### config.mk
export PLATFORM = sky130hd
export DESIGN_NAME = rca_config_regfile
export DESIGN_NICKNAME = d
export VERILOG_FILES = /design/src/rtl/rca_config_regfile.sv
export SDC_FILE = /design/constraint.sdc
export NUM_CORES = 1
export LEC_CHECK = 0
export ABC_AREA = 1
export CAP_MARGIN = 20
export CORE_ASPECT_RATIO = 1.4
export CORE_MARGIN = 10
export CORE_UTILIZATION = 25
export CTS_BUF_LIST = sky130_fd_sc_hd__clkbuf_4
export CTS_CLUSTER_SIZE = 16
export DETAILED_ROUTE_END_ITERATION = 10
export PLACE_DENSITY_LB_ADDON = 0.3
export SLEW_MARGIN = 0
export SYNTH_ARGS = -nofsm -noshare
export SYNTH_HDL_FRONTEND = slang
export SYNTH_SLANG_ARGS = --single-unit
export TNS_END_PERCENT = 30
### constraint.sdc
create_clock -name clk -period 2.25 [get_ports clk]
set_clock_uncertainty 0.1 [all_clocks]
set_input_delay 0.5625 -clock clk [delete_from_list [all_inputs] [get_ports clk]]
set_output_delay 0.5625 -clock clk [all_outputs]
set_load 0.02 [all_outputs]
### src/rtl/rca_config_regfile.sv
// Per-RCA source/destination register-address tables, written by config-mode issue packets.
// Optional macro RCA_CONFIG_BYPASS_EN forwards a same-cycle write onto the queried cfg outputs.
module rca_config_regfile #(
  parameter int unsigned NUM_RCAS        = 4,
  parameter int unsigned NUM_READ_PORTS  = 5,
  parameter int unsigned NUM_WRITE_PORTS = 2,
  parameter int unsigned ID_W            = 3,
  localparam int unsigned RCA_SEL_W      = $clog2(NUM_RCAS),
  localparam int unsigned PORT_SEL_W     = $clog2(NUM_READ_PORTS),
  localparam int unsigned ADDR_W         = 5
) (
  input  logic                              clk,
  input  logic                              rst_n,
  input  logic                              issue_valid,
  output logic                              issue_ready,
  input  logic [ID_W-1:0]                   issue_id,
  input  logic                              rca_config,
  input  logic [RCA_SEL_W-1:0]              rca_sel,
  input  logic [PORT_SEL_W-1:0]             w_port_sel,
  input  logic                              w_src_dest_port,
  input  logic [ADDR_W-1:0]                 w_reg_addr,
  input  logic [RCA_SEL_W-1:0]              query_sel,
  output logic [NUM_READ_PORTS*ADDR_W-1:0]  cfg_src_addrs,
  output logic [NUM_WRITE_PORTS*ADDR_W-1:0] cfg_dest_addrs,
  output logic                              cfg_valid,
  output logic                              wb_done,
  output logic [ID_W-1:0]                   wb_id,
  output logic                              wb_err,
  input  logic                              wb_ack
);

  logic [ADDR_W-1:0] src_tbl [NUM_RCAS][NUM_READ_PORTS];
  logic [ADDR_W-1:0] dst_tbl [NUM_RCAS][NUM_WRITE_PORTS];
  logic              accept;
  logic              illegal;
  logic              wr_en;
  logic              q_hit;

  // rst_n gates accept so nothing is taken (and cfg_valid stays high) while in reset
  assign issue_ready = ~wb_done | wb_ack;
  assign accept      = rst_n & issue_valid & issue_ready & rca_config;
  assign wr_en       = accept & ~illegal;
  assign q_hit       = wr_en & (rca_sel == query_sel);

  always_comb begin
    illegal = 1'b0;
    if (w_src_dest_port) illegal = (32'(w_port_sel) >= NUM_WRITE_PORTS);
    else                 illegal = (32'(w_port_sel) >= NUM_READ_PORTS);
  end

  // Table storage; slot decode by compare keeps narrow tables free of oversized indices
  always_ff @(posedge clk or negedge rst_n) begin
    if (!rst_n) begin
      for (int unsigned r = 0; r < NUM_RCAS; r++) begin
        for (int unsigned k = 0; k < NUM_READ_PORTS; k++)  src_tbl[r][k] <= '0;
        for (int unsigned k = 0; k < NUM_WRITE_PORTS; k++) dst_tbl[r][k] <= '0;
      end
    end else if (wr_en) begin
      for (int unsigned r = 0; r < NUM_RCAS; r++) begin
        if (rca_sel == RCA_SEL_W'(r)) begin
          for (int unsigned k = 0; k < NUM_READ_PORTS; k++)
            if (!w_src_dest_port && w_port_sel == PORT_SEL_W'(k)) src_tbl[r][k] <= w_reg_addr;
          for (int unsigned k = 0; k < NUM_WRITE_PORTS; k++)
            if (w_src_dest_port && w_port_sel == PORT_SEL_W'(k)) dst_tbl[r][k] <= w_reg_addr;
        end
      end
    end
  end

  // One-entry completion slot; a new accept in the ack cycle refills it directly
  always_ff @(posedge clk or negedge rst_n) begin
    if (!rst_n) begin
      wb_done <= 1'b0;
      wb_id   <= '0;
      wb_err  <= 1'b0;
    end else if (accept) begin
      wb_done <= 1'b1;
      wb_id   <= issue_id;
      wb_err  <= illegal;
    end else if (wb_ack) begin
      wb_done <= 1'b0;
      wb_id   <= '0;
      wb_err  <= 1'b0;
    end
  end

  always_comb begin
    cfg_src_addrs  = '0;
    cfg_dest_addrs = '0;
    for (int unsigned k = 0; k < NUM_READ_PORTS; k++) begin
      cfg_src_addrs[ADDR_W*k +: ADDR_W] = src_tbl[query_sel][k];
`ifdef RCA_CONFIG_BYPASS_EN
      if (q_hit && !w_src_dest_port && w_port_sel == PORT_SEL_W'(k))
        cfg_src_addrs[ADDR_W*k +: ADDR_W] = w_reg_addr;
`endif
    end
    for (int unsigned k = 0; k < NUM_WRITE_PORTS; k++) begin
      cfg_dest_addrs[ADDR_W*k +: ADDR_W] = dst_tbl[query_sel][k];
`ifdef RCA_CONFIG_BYPASS_EN
      if (q_hit && w_src_dest_port && w_port_sel == PORT_SEL_W'(k))
        cfg_dest_addrs[ADDR_W*k +: ADDR_W] = w_reg_addr;
`endif
    end
  end

`ifdef RCA_CONFIG_BYPASS_EN
  assign cfg_valid = 1'b1;
`else
  assign cfg_valid = ~q_hit;
`endif

endmodule

# Yosys cells after proc, flatten, opt, wreduce, memory -nomap -nowiden
# Index checks and enable logic that the tools add are counted.
[op_classes] magnitude_cmp=3 reduce_logical=39 muxes=12 n_bitwise=10 eq_ne=8
[op_table] operator="AND reduction 3 bit" n=28
[op_table] operator="binary-select mux 25 bit (select 2 bit)" n=1
[op_table] operator="2-to-1 mux 25 bit" n=2
[op_table] operator="binary-select mux 10 bit (select 2 bit)" n=1
[op_table] operator="2-to-1 mux 10 bit" n=2
[op_table] operator="logical AND 1 bit" n=7
[op_table] operator="== test 3 x 2 -> 1 bit (second input constant)" n=2
[op_table] operator="greater-or-equal comparator 3 bit (second input constant)" n=2
[op_table] operator="2-to-1 mux 3 bit" n=2
[op_table] operator="AND 1 bit" n=5
[op_table] operator="== test 2 bit (second input constant)" n=2
[op_table] operator="2-to-1 mux 1 bit" n=4
[op_table] operator="== test 3 x 1 -> 1 bit (second input constant)" n=1
[op_table] operator="== test 3 bit (second input constant)" n=1
[op_table] operator="greater-or-equal comparator 3 x 2 -> 1 bit (second input constant)" n=1
[op_table] operator="zero test 3 bit" n=1
[op_table] operator="NOT 1 bit" n=3
[op_table] operator="NOT 2 -> 3 bit" n=1
[op_table] operator="== test 2 x 1 -> 1 bit (second input constant)" n=1
[op_table] operator="== test 2 bit" n=1
[op_table] operator="zero test 2 bit" n=1
[op_table] operator="nonzero test 2 bit" n=1
[op_table] operator="zero test 1 bit" n=1
[op_table] operator="bitwise OR 1 bit" n=1
[totals] in_bits=21 output_inout_bits=42 regBits=145 word_cells=103

# Logic depth before layout (Yosys ltp)
# Gate-level depths: netlist of the first run.
[depth] depth_word=7 depth_mapped=9 ltp_nobuf=7

# Worst setup path after synthesis of the first run
# No wires, ideal clock.
[synth_path] path_kind="input to output" from="in wb_ack" to="out cfg_valid" required_time_ns=1.587 slack_ns=0.016 arrival_ns=1.572 path_stages=7 n_path_buf=2 cell_sequence="inv_2 -> nand2_2 -> nand3_2 -> nor2_2 -> buf_6 -> buf_4 -> nand3_1"
[synth_between] elab_chain_len=6
[synth_rtl] element="start, declared" line="29" text="input logic wb_ack"
[synth_rtl] element="bitwise OR 1 bit" line="40" text="assign issue_ready = ~wb_done | wb_ack;"
[synth_rtl] element="named net issue_ready" line="15" text="output logic issue_ready,"
[synth_rtl] element="AND 1 bit (2 in a row)" line="41" text="assign accept = rst_n & issue_valid & issue_ready & rca_config;"
[synth_rtl] element="AND 1 bit" line="42" text="assign wr_en = accept & ~illegal;"
[synth_rtl] element="AND 1 bit" line="43" text="assign q_hit = wr_en & (rca_sel == query_sel);"
[synth_rtl] element="NOT 1 bit" line="109" text="assign cfg_valid = ~q_hit;"
[synth_rtl] element="end, declared" line="25" text="output logic cfg_valid,"
# The timed path passes the listed nets, and every way through them passes these cells.

# Worst setup path after layout of the first run
[layout_path] from="in rca_config" to="out cfg_valid"
[layout_between] elab_chain_len=4
[layout_rtl] element="start, declared" line="17" text="input logic rca_config,"
[layout_rtl] element="AND 1 bit" line="41"
[layout_rtl] element="AND 1 bit" line="42"
[layout_rtl] element="AND 1 bit" line="43"
[layout_rtl] element="NOT 1 bit" line="109"
# Every way passes these cells.

==> metrics, run 1 <==
Max clock buf depth=2; final global-route overflow total=0; first-pass GRT wire length=40.21 mm; Worst EP required=1.59 ns; crit path buf inv count=2; Max stage delay on crit path=0.53 ns; number of synthesized register bits=145; number of remaining DRC errors=0; sum of routed wire segments on met1=11.14 mm; Die Ht=221.6 µm; predominant post-synthesis flop cell=dfrtp_1; cell area after synthesis=0.007261 mm²; die outline width=164.0 µm; share of power burned in the clock network=34.7%; first drt pass iteration count=5; total of hold buffers inserted after clock tree synthesis=0; Worst path top cell family by delay=buffers and inverters; startpoint type of the worst setup path=primary input; total number of vias=7005; internal power=3861 µW; logic gate share of total power=16.0%; critical path data arrival time=1.59 ns; via count of the first global-routing pass=6977; FF-to-FF End=src_tbl[94]; final hold vios=0; worst reg2reg path depth=8; detailed-route vias per instance=4.989; final period utilization=99.92%; TritonCTS clock tree=done; PD cells=588.6 mW/mm²; P&R area growth vs syn=28.04%; number of H-tree levels=4; min setup slack post-route=0.001834 ns; ordered list of cells on the worst path=clkdlybuf4s50_1 > nand3_4 > nor2_4 > nand3_2 > buf_6; Finished Layout Cells=1404; share of power burned in registers=49.3%; proportion of layout cells with a drive suffix above 1=19.36%; routed wire length per instance=18.07 µm; clock latency at the later pin of the worst-skew pair=0.57 ns; number of placed I/O pins=63; worst slack at placement=-0.9077 ns; placed cell count=1365; switching power share of the total=29.44%; async set-or-reset flop fraction in the synthesized netlist=100.0%; aggregate routed wire length=25.38 mm; worst-case hold slack=0.1135 ns; Final Max Tran Viols=0; setup repair after global routing missed its margin=true; detailed route wirelength on metal2=12.75 mm; clock root cell=clkbuf_4; clock slew at reported path FFs=0.14 ns; std cell rows=73; effective utilization at floorplan=25.48%; status=finished, final reports clean; TritonCTS Sinks=145; Starting DRT DRC Count=590; sum of net half-perimeters after detailed placement=16.00 mm; Net Switching=1611 µW; antenna violations before repair=1; worst reg2reg startpoint=wb_done; critical path start-end classification=primary input to primary output; Max-Cap Viols=0; post-detailed-placement cell area=0.008910 mm²; Num CTS Buffers=17; met3 wire length=921 µm; Synth cell types=21; antenna-violating nets left=0; clock period minus worst slack=2.248 ns; GRT Total Usage=13.99%; Final GP Congestion=0.7824; number of buffer cells added on primary ports=62; placeable core region=0.02850 mm²; Mapped Avg Cell Area=7.918 µm²; Yosys warning count=0; full die area=0.03636 mm²; highest signal layer in the routed design=met4; worst-case vdd ir drop=0.0002560 V; sequential-to-total area share from yosys stat=49.97%; R2R setup slack=0.28 ns; setup-violating endpoint count in the final report=0; actual slew at the worst max-slew pin=0.8048 ns; pin count of the biggest net entering global routing=146; FILL cells=3036; total nets after synthesis=938; number of cells produced by synthesis=917; slowest stage cell, crit path=clkdlybuf4s50_1; worst hold path class=primary input to async pin; number of enable flip-flop cells after synthesis=0; maximum clock frequency=444.8 MHz; leakage power of the design=0.004727 µW; highest net fanout along the worst path=2; final design instance area without fill=0.009296 mm²; count of nets after finishing=1037; Slew HR=46.34%; Crit. End Element=primary output
[cell usage after synthesis, types with 2 or more instances]
master / number / area share, %
buf_2: 27 / 1.9
buf_6: 8 / 1.2
clkbuf_1: 54 / 2.8
clkinv_1: 2 / 0.10
dfrtp_1: 145 / 50
inv_1: 8 / 0.41
inv_2: 2 / 0.10
nand2_1: 297 / 15
nand2_2: 2 / 0.17
nand3_1: 5 / 0.34
nand4_1: 168 / 14
nor2_1: 85 / 4.4
o21ai_0: 71 / 4.9
o22ai_1: 35 / 3.0
xnor2_1: 2 / 0.24
[worst max path at each step]
stage                             from  depth (start not counted)           endpoint
after floorplan                 wb_ack                          7          cfg_valid
after global placement    query_sel[1]                          5  cfg_src_addrs[20]
final                       rca_config                          5          cfg_valid
after detailed placement  query_sel[1]                          5  cfg_src_addrs[20]
after CTS                  issue_valid                          7          cfg_valid
after global routing           wb_done                          5          cfg_valid
[power by group through the flow]
stage          sequential, µW  clock (µW)  combinational (µW)
2_1_floorplan            2750           0                 392
3_3_place_gp             2750           0                 863
3_5_place_dp             2750           0                 867
4_1_cts                  2700        1960                 879
5_1_grt                  2710        2070                 950
6_report                 2700        1900                 875
[per-layer routing]
layer,track usage [%],vias up
li1,-,3381
met1,18.02,3432
met2,22.89,163
met3,2.397,29
met4,5.013,0
met5,0,-
[area by class of cell]
| class | count | area [µm²] | share of cell area [%] |
|---|---|---|---|
| inverter | 12 | 60.06 | 0.6460 |
| sequential | 145 | 3628 | 39.03 |
| tap | 375 | 469.2 | 5.047 |
| clock inverter | 14 | 190.2 | 2.046 |
| antenna | 1 | 2.502 | 0.02692 |
| clock buffer | 17 | 127.6 | 1.373 |
| multi-input combinational | 670 | 3208 | 34.51 |
| timing repair buffer | 170 | 1610 | 17.32 |
[through the flow]
stage | TNS [ns] | total power [µW] | utilization (%)
6_report | 0 | 5472 | 32.62
5_1_grt | -0.1246 | 5729 | 32.62
4_1_cts | -0.1587 | 5536 | 32.54
3_5_place_dp | -82.50 | 3615 | 31.27
3_3_place_gp | -82.25 | 3612 | 31.27
2_1_floorplan | 0 | 3139 | -
[placed cells by master, fill, tap and decap left out, drive strengths merged]
master,Yosys,layout
a21oi,1,1
and2,1,1
buf,36,146
bufbuf,0,2
bufinv,0,4
clkbuf,54,17
clkdlybuf4s50,0,12
clkinv,2,5
clkinvlp,0,5
dfrtp,145,145
diode,0,1
dlygate4sd2,0,8
dlymetal6s2s,0,2
inv,10,12
nand2,299,299
nand3,6,6
nand4,168,168
nor2,86,86
nor3,1,1
o21ai,71,71
o22ai,35,35
xnor2,2,2
[flip-flops by register name, summed over array words and instances (netlist names)]
signal,flops
wb_done,1
wb_id,3
dst_tbl,40
wb_err,1
src_tbl,100
[worst register-to-register path, cell delays in order, from the launching register on]
cell,delay [ns]
dfrtp_1,0.42
nand2_2,0.10
nand3_4,0.10
nor2_4,0.15
buf_4,0.12
buf_4,0.10
buf_4,0.53
nand4_1,0.19
nand2_1,0.12
[timing repair]
action                                  CTS  global route
pin swaps                                 8             6
endpoints found under the setup margin   42            19
setup buffers                             1             3
gates resized for setup                 194            27
gates cloned                              4             0
[cells by family after synthesis]
| logic type | Yosys count | synth area share (%) |
|---|---|---|
| compound gates | 107 | 7.979 |
| simple gates | 561 | 35.19 |
| buf+inv | 102 | 6.617 |
| flops | 145 | 49.97 |
| xor+xnor | 2 | 0.2413 |
No activity file was read; power rests on OpenSTA's default activity.
==> run 2, diff against run 1 <==
CORE_UTILIZATION = 60   (was 25)
==> metrics, run 2 (same netlist as run 1, synthesis figures left out) <==
effective utilization at floorplan=61.43% (was 25.48%); status=finished with violations (was finished, final reports clean); final period utilization=100.5% (was 99.92%); crit path buf inv count=2 (unchanged); number of remaining DRC errors=0 (unchanged); final hold vios=0 (unchanged); largest registers=src_tbl x100, dst_tbl x40, wb_id x3 (unchanged); commonest cells after routing, fill and taps aside=nand2_1 (296), nand4_1 (168), dfrtp_1 (145) (was nand2_1 (297), nand4_1 (168), dfrtp_1 (145)); post-detailed-placement cell area=0.008359 mm² (was 0.008910 mm²); highest net fanout along the worst path=2 (unchanged); overall power consumption=5243 µW (was 5472 µW); worst hold path cell count=3; Finished Layout Cells=1142 (was 1404); setup-violating endpoint count in the final report=1 (was 0); Final GP Congestion=0.8996 (was 0.7824); full die area=0.01696 mm² (was 0.03636 mm²); placed cell count=1105 (was 1365); first-pass GRT wire length=36.38 mm (was 40.21 mm); aggregate routed wire length=22.62 mm (was 25.38 mm); startpoint type of the worst setup path=primary input (unchanged); min setup slack post-route=-0.01205 ns (was 0.001834 ns); antenna violations before repair=1 (unchanged); number of buffer cells added on primary ports=62 (unchanged); TritonCTS Sinks=145 (unchanged); clock period minus worst slack=2.262 ns (was 2.248 ns); sum of negative setup slack=-0.01205 ns (was 0 ns); pin count of the biggest net entering global routing=113 (was 146); first drt pass iteration count=5 (unchanged); GRT Total Usage=26.22% (was 13.99%); PD cells=609.0 mW/mm² (was 588.6 mW/mm²); Slew HR=47.91% (was 46.34%); actual slew at the worst max-slew pin=0.7813 ns (was 0.8048 ns); final global-route overflow total=0 (unchanged); failing checks=setup timing; leakage power of the design=0.004567 µW (was 0.004727 µW); routed wire length per instance=19.81 µm (was 18.07 µm); Num CTS Buffers=17 (unchanged); Starting DRT DRC Count=741 (was 590); placeable core region=0.01182 mm² (was 0.02850 mm²); number of placed I/O pins=63 (unchanged); Final Max Tran Viols=0 (unchanged); detailed-route vias per instance=6.477 (was 4.989); ordered list of cells on the worst path=clkdlybuf4s50_1 > nand3_4 > nor2_4 > nand3_2 > buf_6 (unchanged); std cell rows=47 (was 73); clock slew at reported path FFs=0.13 ns (was 0.14 ns); TritonCTS clock tree=done (unchanged); critical path data arrival time=1.60 ns (was 1.59 ns); worst-case vdd ir drop=0.0003477 V (was 0.0002560 V); Worst EP required=1.59 ns (about the same); number of cells on the critical path=5 (unchanged); worst reg2reg path depth=7 (was 8); worst-case hold slack=0.2446 ns (was 0.1135 ns); Worst path top cell family by delay=buffers and inverters (unchanged); clock root cell=clkbuf_4 (unchanged); critical path start-end classification=primary input to primary output (unchanged); total number of vias=7397 (was 7005); maximum clock frequency=442.1 MHz (was 444.8 MHz); number of H-tree levels=4 (unchanged); largest register by flop count=src_tbl (unchanged); sum of net half-perimeters after detailed placement=13.96 mm (was 16.00 mm); R2R setup slack=0.20 ns (was 0.28 ns); count of nets after finishing=1002 (was 1037); P&R area growth vs syn=18.56% (was 28.04%); Die Ht=150.2 µm (was 221.6 µm); worst hold path class=primary input to flip-flop (was primary input to async pin); antenna-violating nets left=0 (unchanged); Max clock buf depth=2 (unchanged); clock latency at the later pin of the worst-skew pair=0.55 ns (was 0.57 ns); Max stage delay on crit path=0.55 ns (was 0.53 ns); Crit. End Element=primary output (unchanged); final design instance area without fill=0.008608 mm² (was 0.009296 mm²); setup repair after global routing missed its margin=true (unchanged); Max-Cap Viols=0 (unchanged); die outline width=113.0 µm (was 164.0 µm); slowest stage cell, crit path=clkdlybuf4s50_1 (unchanged); flip-flop count of the largest register, all copies and words added=100 (unchanged); proportion of layout cells with a drive suffix above 1=16.20% (was 19.36%); most common library cell in the layout ignoring fill and taps=nand2_1 (unchanged); via count of the first global-routing pass=7282 (was 6977)
## run 2: cell types whose count changed in the layout (fill, tap and decap cells not counted), sizes merged
cell / previous run / this run
buf: 146 / 110
bufbuf: 2 / 1
bufinv: 4 / 2
clkbuf: 17 / 19
clkdlybuf4s15: 0 / 1
clkdlybuf4s50: 12 / 11
clkinv: 5 / 4
clkinvlp: 5 / 4
dlygate4sd2: 8 / 3
dlygate4sd3: 0 / 1
dlymetal6s2s: 2 / 8
inv: 12 / 15
## run 2: what timing repair did
action | in CTS | in global routing
setup endpoints to repair | 38 | 11
resized for setup | 167 | 18
endpoints found under the hold margin | 29 | 0
buffers inserted | 0 | 1
pin swaps | 2 | 4
gates cloned | 1 | 0
hold buffers | 2 | 0
## run 2: metrics by stage
step                setup WS [ns]  util, %
global placement          -0.7114    70.72
detailed placement        -0.7586    70.72
global route             -0.04357    72.83
finish                   -0.01205    72.83
floorplan                 0.01566        -
CTS                      -0.09933    72.36
## run 2: layout make-up
| type | instances | area [µm²] |
|---|---|---|
| Multi-Input combinational cell | 670 | 3191 |
| Inverter | 12 | 46.29 |
| Timing Repair Buffer | 135 | 1262 |
| Antenna cell | 1 | 2.502 |
| Sequential cell | 145 | 3628 |
| Clock buffer | 19 | 142.6 |
| Fill cell | 905 | 3212 |
| Clock inverter | 13 | 151.4 |
| Tap cell | 147 | 183.9 |
## run 2: power breakdown
group          internal, µW  switching, µW
clock                   703           1040
combinational           279            524
sequential             2670           36.0
total                  3650           1600
## run 2: path summary, 6_finish.rpt
| kind | startpoint | endpoint |
|---|---|---|
| setup / recovery | rca_config | cfg_valid |
| hold / removal | issue_valid | wb_done |
| setup reg to reg | wb_done | dst_tbl[11] |
| hold reg to reg | dst_tbl[13] | dst_tbl[13] |
| max in group asynchronous | rst_n | src_tbl[23] |
| min in group asynchronous | rst_n | wb_id[2] |
## run 2: metal layers
metal	wire, µm	global-route usage [%]	share of wire (%)	up-vias
met4	837	12.60	3.7	0
li1	-	-	-	3306
met1	8646	31.73	38	3539
met2	11250	43.65	50	458
met5	0	0	0	-
met3	1883	5.456	8.3	94
## run 2: worst register-to-register path: stages (launching register included)
cell and delay, ns:
dfrtp_1 0.45, nand2_4 0.09, nand3_4 0.09, nor2_4 0.11
buf_4 0.32, buf_12 0.42, nand4_1 0.31, nand2_1 0.12
==> run 3, diff against run 2 <==
CORE_UTILIZATION = 54   (was 60)
clock period = 1.85 ns   (was 2.25 ns; I/O delays follow)
==> metrics, run 3 (same netlist as run 1, synthesis figures left out) <==
full die area=0.01855 mm² (was 0.01696 mm²); worst-case hold slack=-0.009547 ns (was 0.2446 ns); sum of negative setup slack=-2.972 ns (was -0.01205 ns); worst-case vdd ir drop=0.0005323 V (was 0.0003477 V); Num CTS Buffers=17 (unchanged); FF-to-FF End=src_tbl[46] (was dst_tbl[11]); number of H-tree levels=4 (unchanged); FILL cells=893 (was 905); most common library cell in the layout ignoring fill and taps=nand2_1 (unchanged); final global-route overflow total=0 (unchanged); effective utilization at floorplan=54.75% (was 61.43%); commonest cells after routing, fill and taps aside=nand2_1 (296), nand4_1 (168), dfrtp_1 (145) (unchanged); placeable core region=0.01326 mm² (was 0.01182 mm²); worst hold path class=primary input to async pin (was primary input to flip-flop); Max-Cap Viols=0 (unchanged); first-pass GRT wire length=38.43 mm (was 36.38 mm); Starting DRT DRC Count=606 (was 741); startpoint type of the worst setup path=flip-flop (was primary input); first drt pass iteration count=5 (unchanged); Final GP Congestion=0.8406 (was 0.8996); clock period minus worst slack=2.049 ns; actual slew at the worst max-slew pin=0.8461 ns (was 0.7813 ns); overall power consumption=7384 µW (was 5243 µW); antenna-violating nets left=0 (unchanged); critical path start-end classification=flip-flop to primary output (was primary input to primary output); count of nets after finishing=1067 (was 1002); number of remaining DRC errors=0 (unchanged); worst slack at placement=-0.9942 ns (was -0.7586 ns); Worst EP required=1.29 ns (was 1.59 ns); TritonCTS clock tree=done (unchanged); Finished Layout Cells=1241 (was 1142); via count of the first global-routing pass=7354 (was 7282); R2R setup slack=0.07 ns (was 0.20 ns); highest net fanout along the worst path=2 (unchanged); worst reg2reg path depth=8 (was 7); clock slew at reported path FFs=0.13 ns (about the same); std cell rows=50 (was 47); GRT Total Usage=25.66% (was 26.22%); number of placed I/O pins=63 (unchanged); TritonCTS Sinks=145 (unchanged); Crit. End Element=primary output (unchanged); Max clock buf depth=2 (unchanged); largest registers=src_tbl x100, dst_tbl x40, wb_id x3 (unchanged); setup-violating endpoint count in the final report=37 (was 1); number of buffer cells added on primary ports=62 (unchanged); worst reg2reg startpoint=wb_done (unchanged); Slew HR=43.59% (was 47.91%); PD cells=728.4 mW/mm² (was 609.0 mW/mm²); routed wire length per instance=19.86 µm (was 19.81 µm); clock root cell=clkbuf_4 (unchanged); Die Ht=157.2 µm (was 150.2 µm); maximum clock frequency=488.1 MHz; final period utilization=110.7%; Final Max Tran Viols=0 (unchanged); P&R area growth vs syn=39.64% (was 18.56%); total number of vias=7672 (was 7397); final hold vios=5 (was 0); min setup slack post-route=-0.1987 ns (was -0.01205 ns); die outline width=118 µm (was 113.0 µm); largest register by flop count=src_tbl (unchanged); antenna violations before repair=1 (unchanged); setup repair after global routing missed its margin=true (unchanged); aggregate routed wire length=24.65 mm (was 22.62 mm); failing checks=hold timing, setup timing (was setup timing); flip-flop count of the largest register, all copies and words added=100 (unchanged); detailed-route vias per instance=6.182 (was 6.477); clock latency at the later pin of the worst-skew pair=0.56 ns (was 0.55 ns); pin count of the biggest net entering global routing=146 (was 113); status=finished with violations (unchanged); placed cell count=1178 (was 1105); proportion of layout cells with a drive suffix above 1=32.33% (was 16.20%); sum of net half-perimeters after detailed placement=14.56 mm (was 13.96 mm); critical path data arrival time=1.49 ns (was 1.60 ns); leakage power of the design=0.005110 µW (was 0.004567 µW)
[run 3: cell types whose count changed in the layout (fill, tap and decap cells not counted), sizes merged, moves of 2 or more]
cell          previous run  this run
clkinv                   4         6
clkinvlp                 4         0
dlymetal6s2s             8         1
buf                    110       179
bufinv                   2         8
inv                     15        11
[run 3: area by class of cell]
type / instances / area (µm²) / share of cell area, %
repair buffers: 200 / 2125 / 20.96
flip-flops and latches: 145 / 3628 / 35.79
well taps: 182 / 227.7 / 2.246
clock buffers: 18 / 135.1 / 1.333
multi-input cells: 670 / 3699 / 36.48
inverters: 12 / 57.56 / 0.5677
clock inverters: 13 / 264.0 / 2.604
diodes: 1 / 2.502 / 0.02468
[run 3: worst max path at each step]
stage,from,endpoint,slack (ns),cells past startpoint
3_5_place_dp,query_sel[1],cfg_src_addrs[5],-0.99,7
2_1_floorplan,wb_ack,cfg_valid,-0.01,7
5_1_grt,wb_done,cfg_valid,-0.29,5
4_1_cts,wb_done,cfg_valid,-0.25,5
3_3_place_gp,query_sel[1],cfg_src_addrs[20],-0.94,7
6_report,wb_done,cfg_valid,-0.20,5
[run 3: metrics by stage]
step                      area [µm²]  utilization [%]
final                          10140            76.44
after global routing           10140            76.44
after CTS                       9776            73.71
after detailed placement        9025            68.05
after global placement          9025            68.05
after floorplan                 7516                -
[run 3: per-layer routing]
metal / vias up / global-route usage, % / share of wire (%)
met5: - / 0 / 0
met4: 0 / 11.98 / 4.9
met3: 109 / 5.127 / 7.7
met2: 461 / 44.98 / 50
met1: 3664 / 29.62 / 37
li1: 3438 / - / -
[run 3: critical path, stage by stage, from the launching register on]
cell and delay [ns]:
dfrtp_1 0.43, nand2_4 0.08, nand3_4 0.08, nor2_4 0.11, nand3_4 0.07, buf_6 0.14
[run 3: repair_timing]
item | 4_1_cts | 5_1_grt
cloned | 3 | 1
pin swaps | 47 | 20
endpoints found under the setup margin | 42 | 160
buffers inserted | 8 | 20
hold buffers | 0 | 0
gates resized for setup | 366 | 60
[run 3: report_power, final]
group          internal (µW)  total [µW]  switching [µW]  leakage, µW
logic                    550        1310             756      0.00289
registers               3240        3290            53.7      0.00201
clock network           1610        2780            1180     0.000206
total                   5400        7380            1990      0.00511
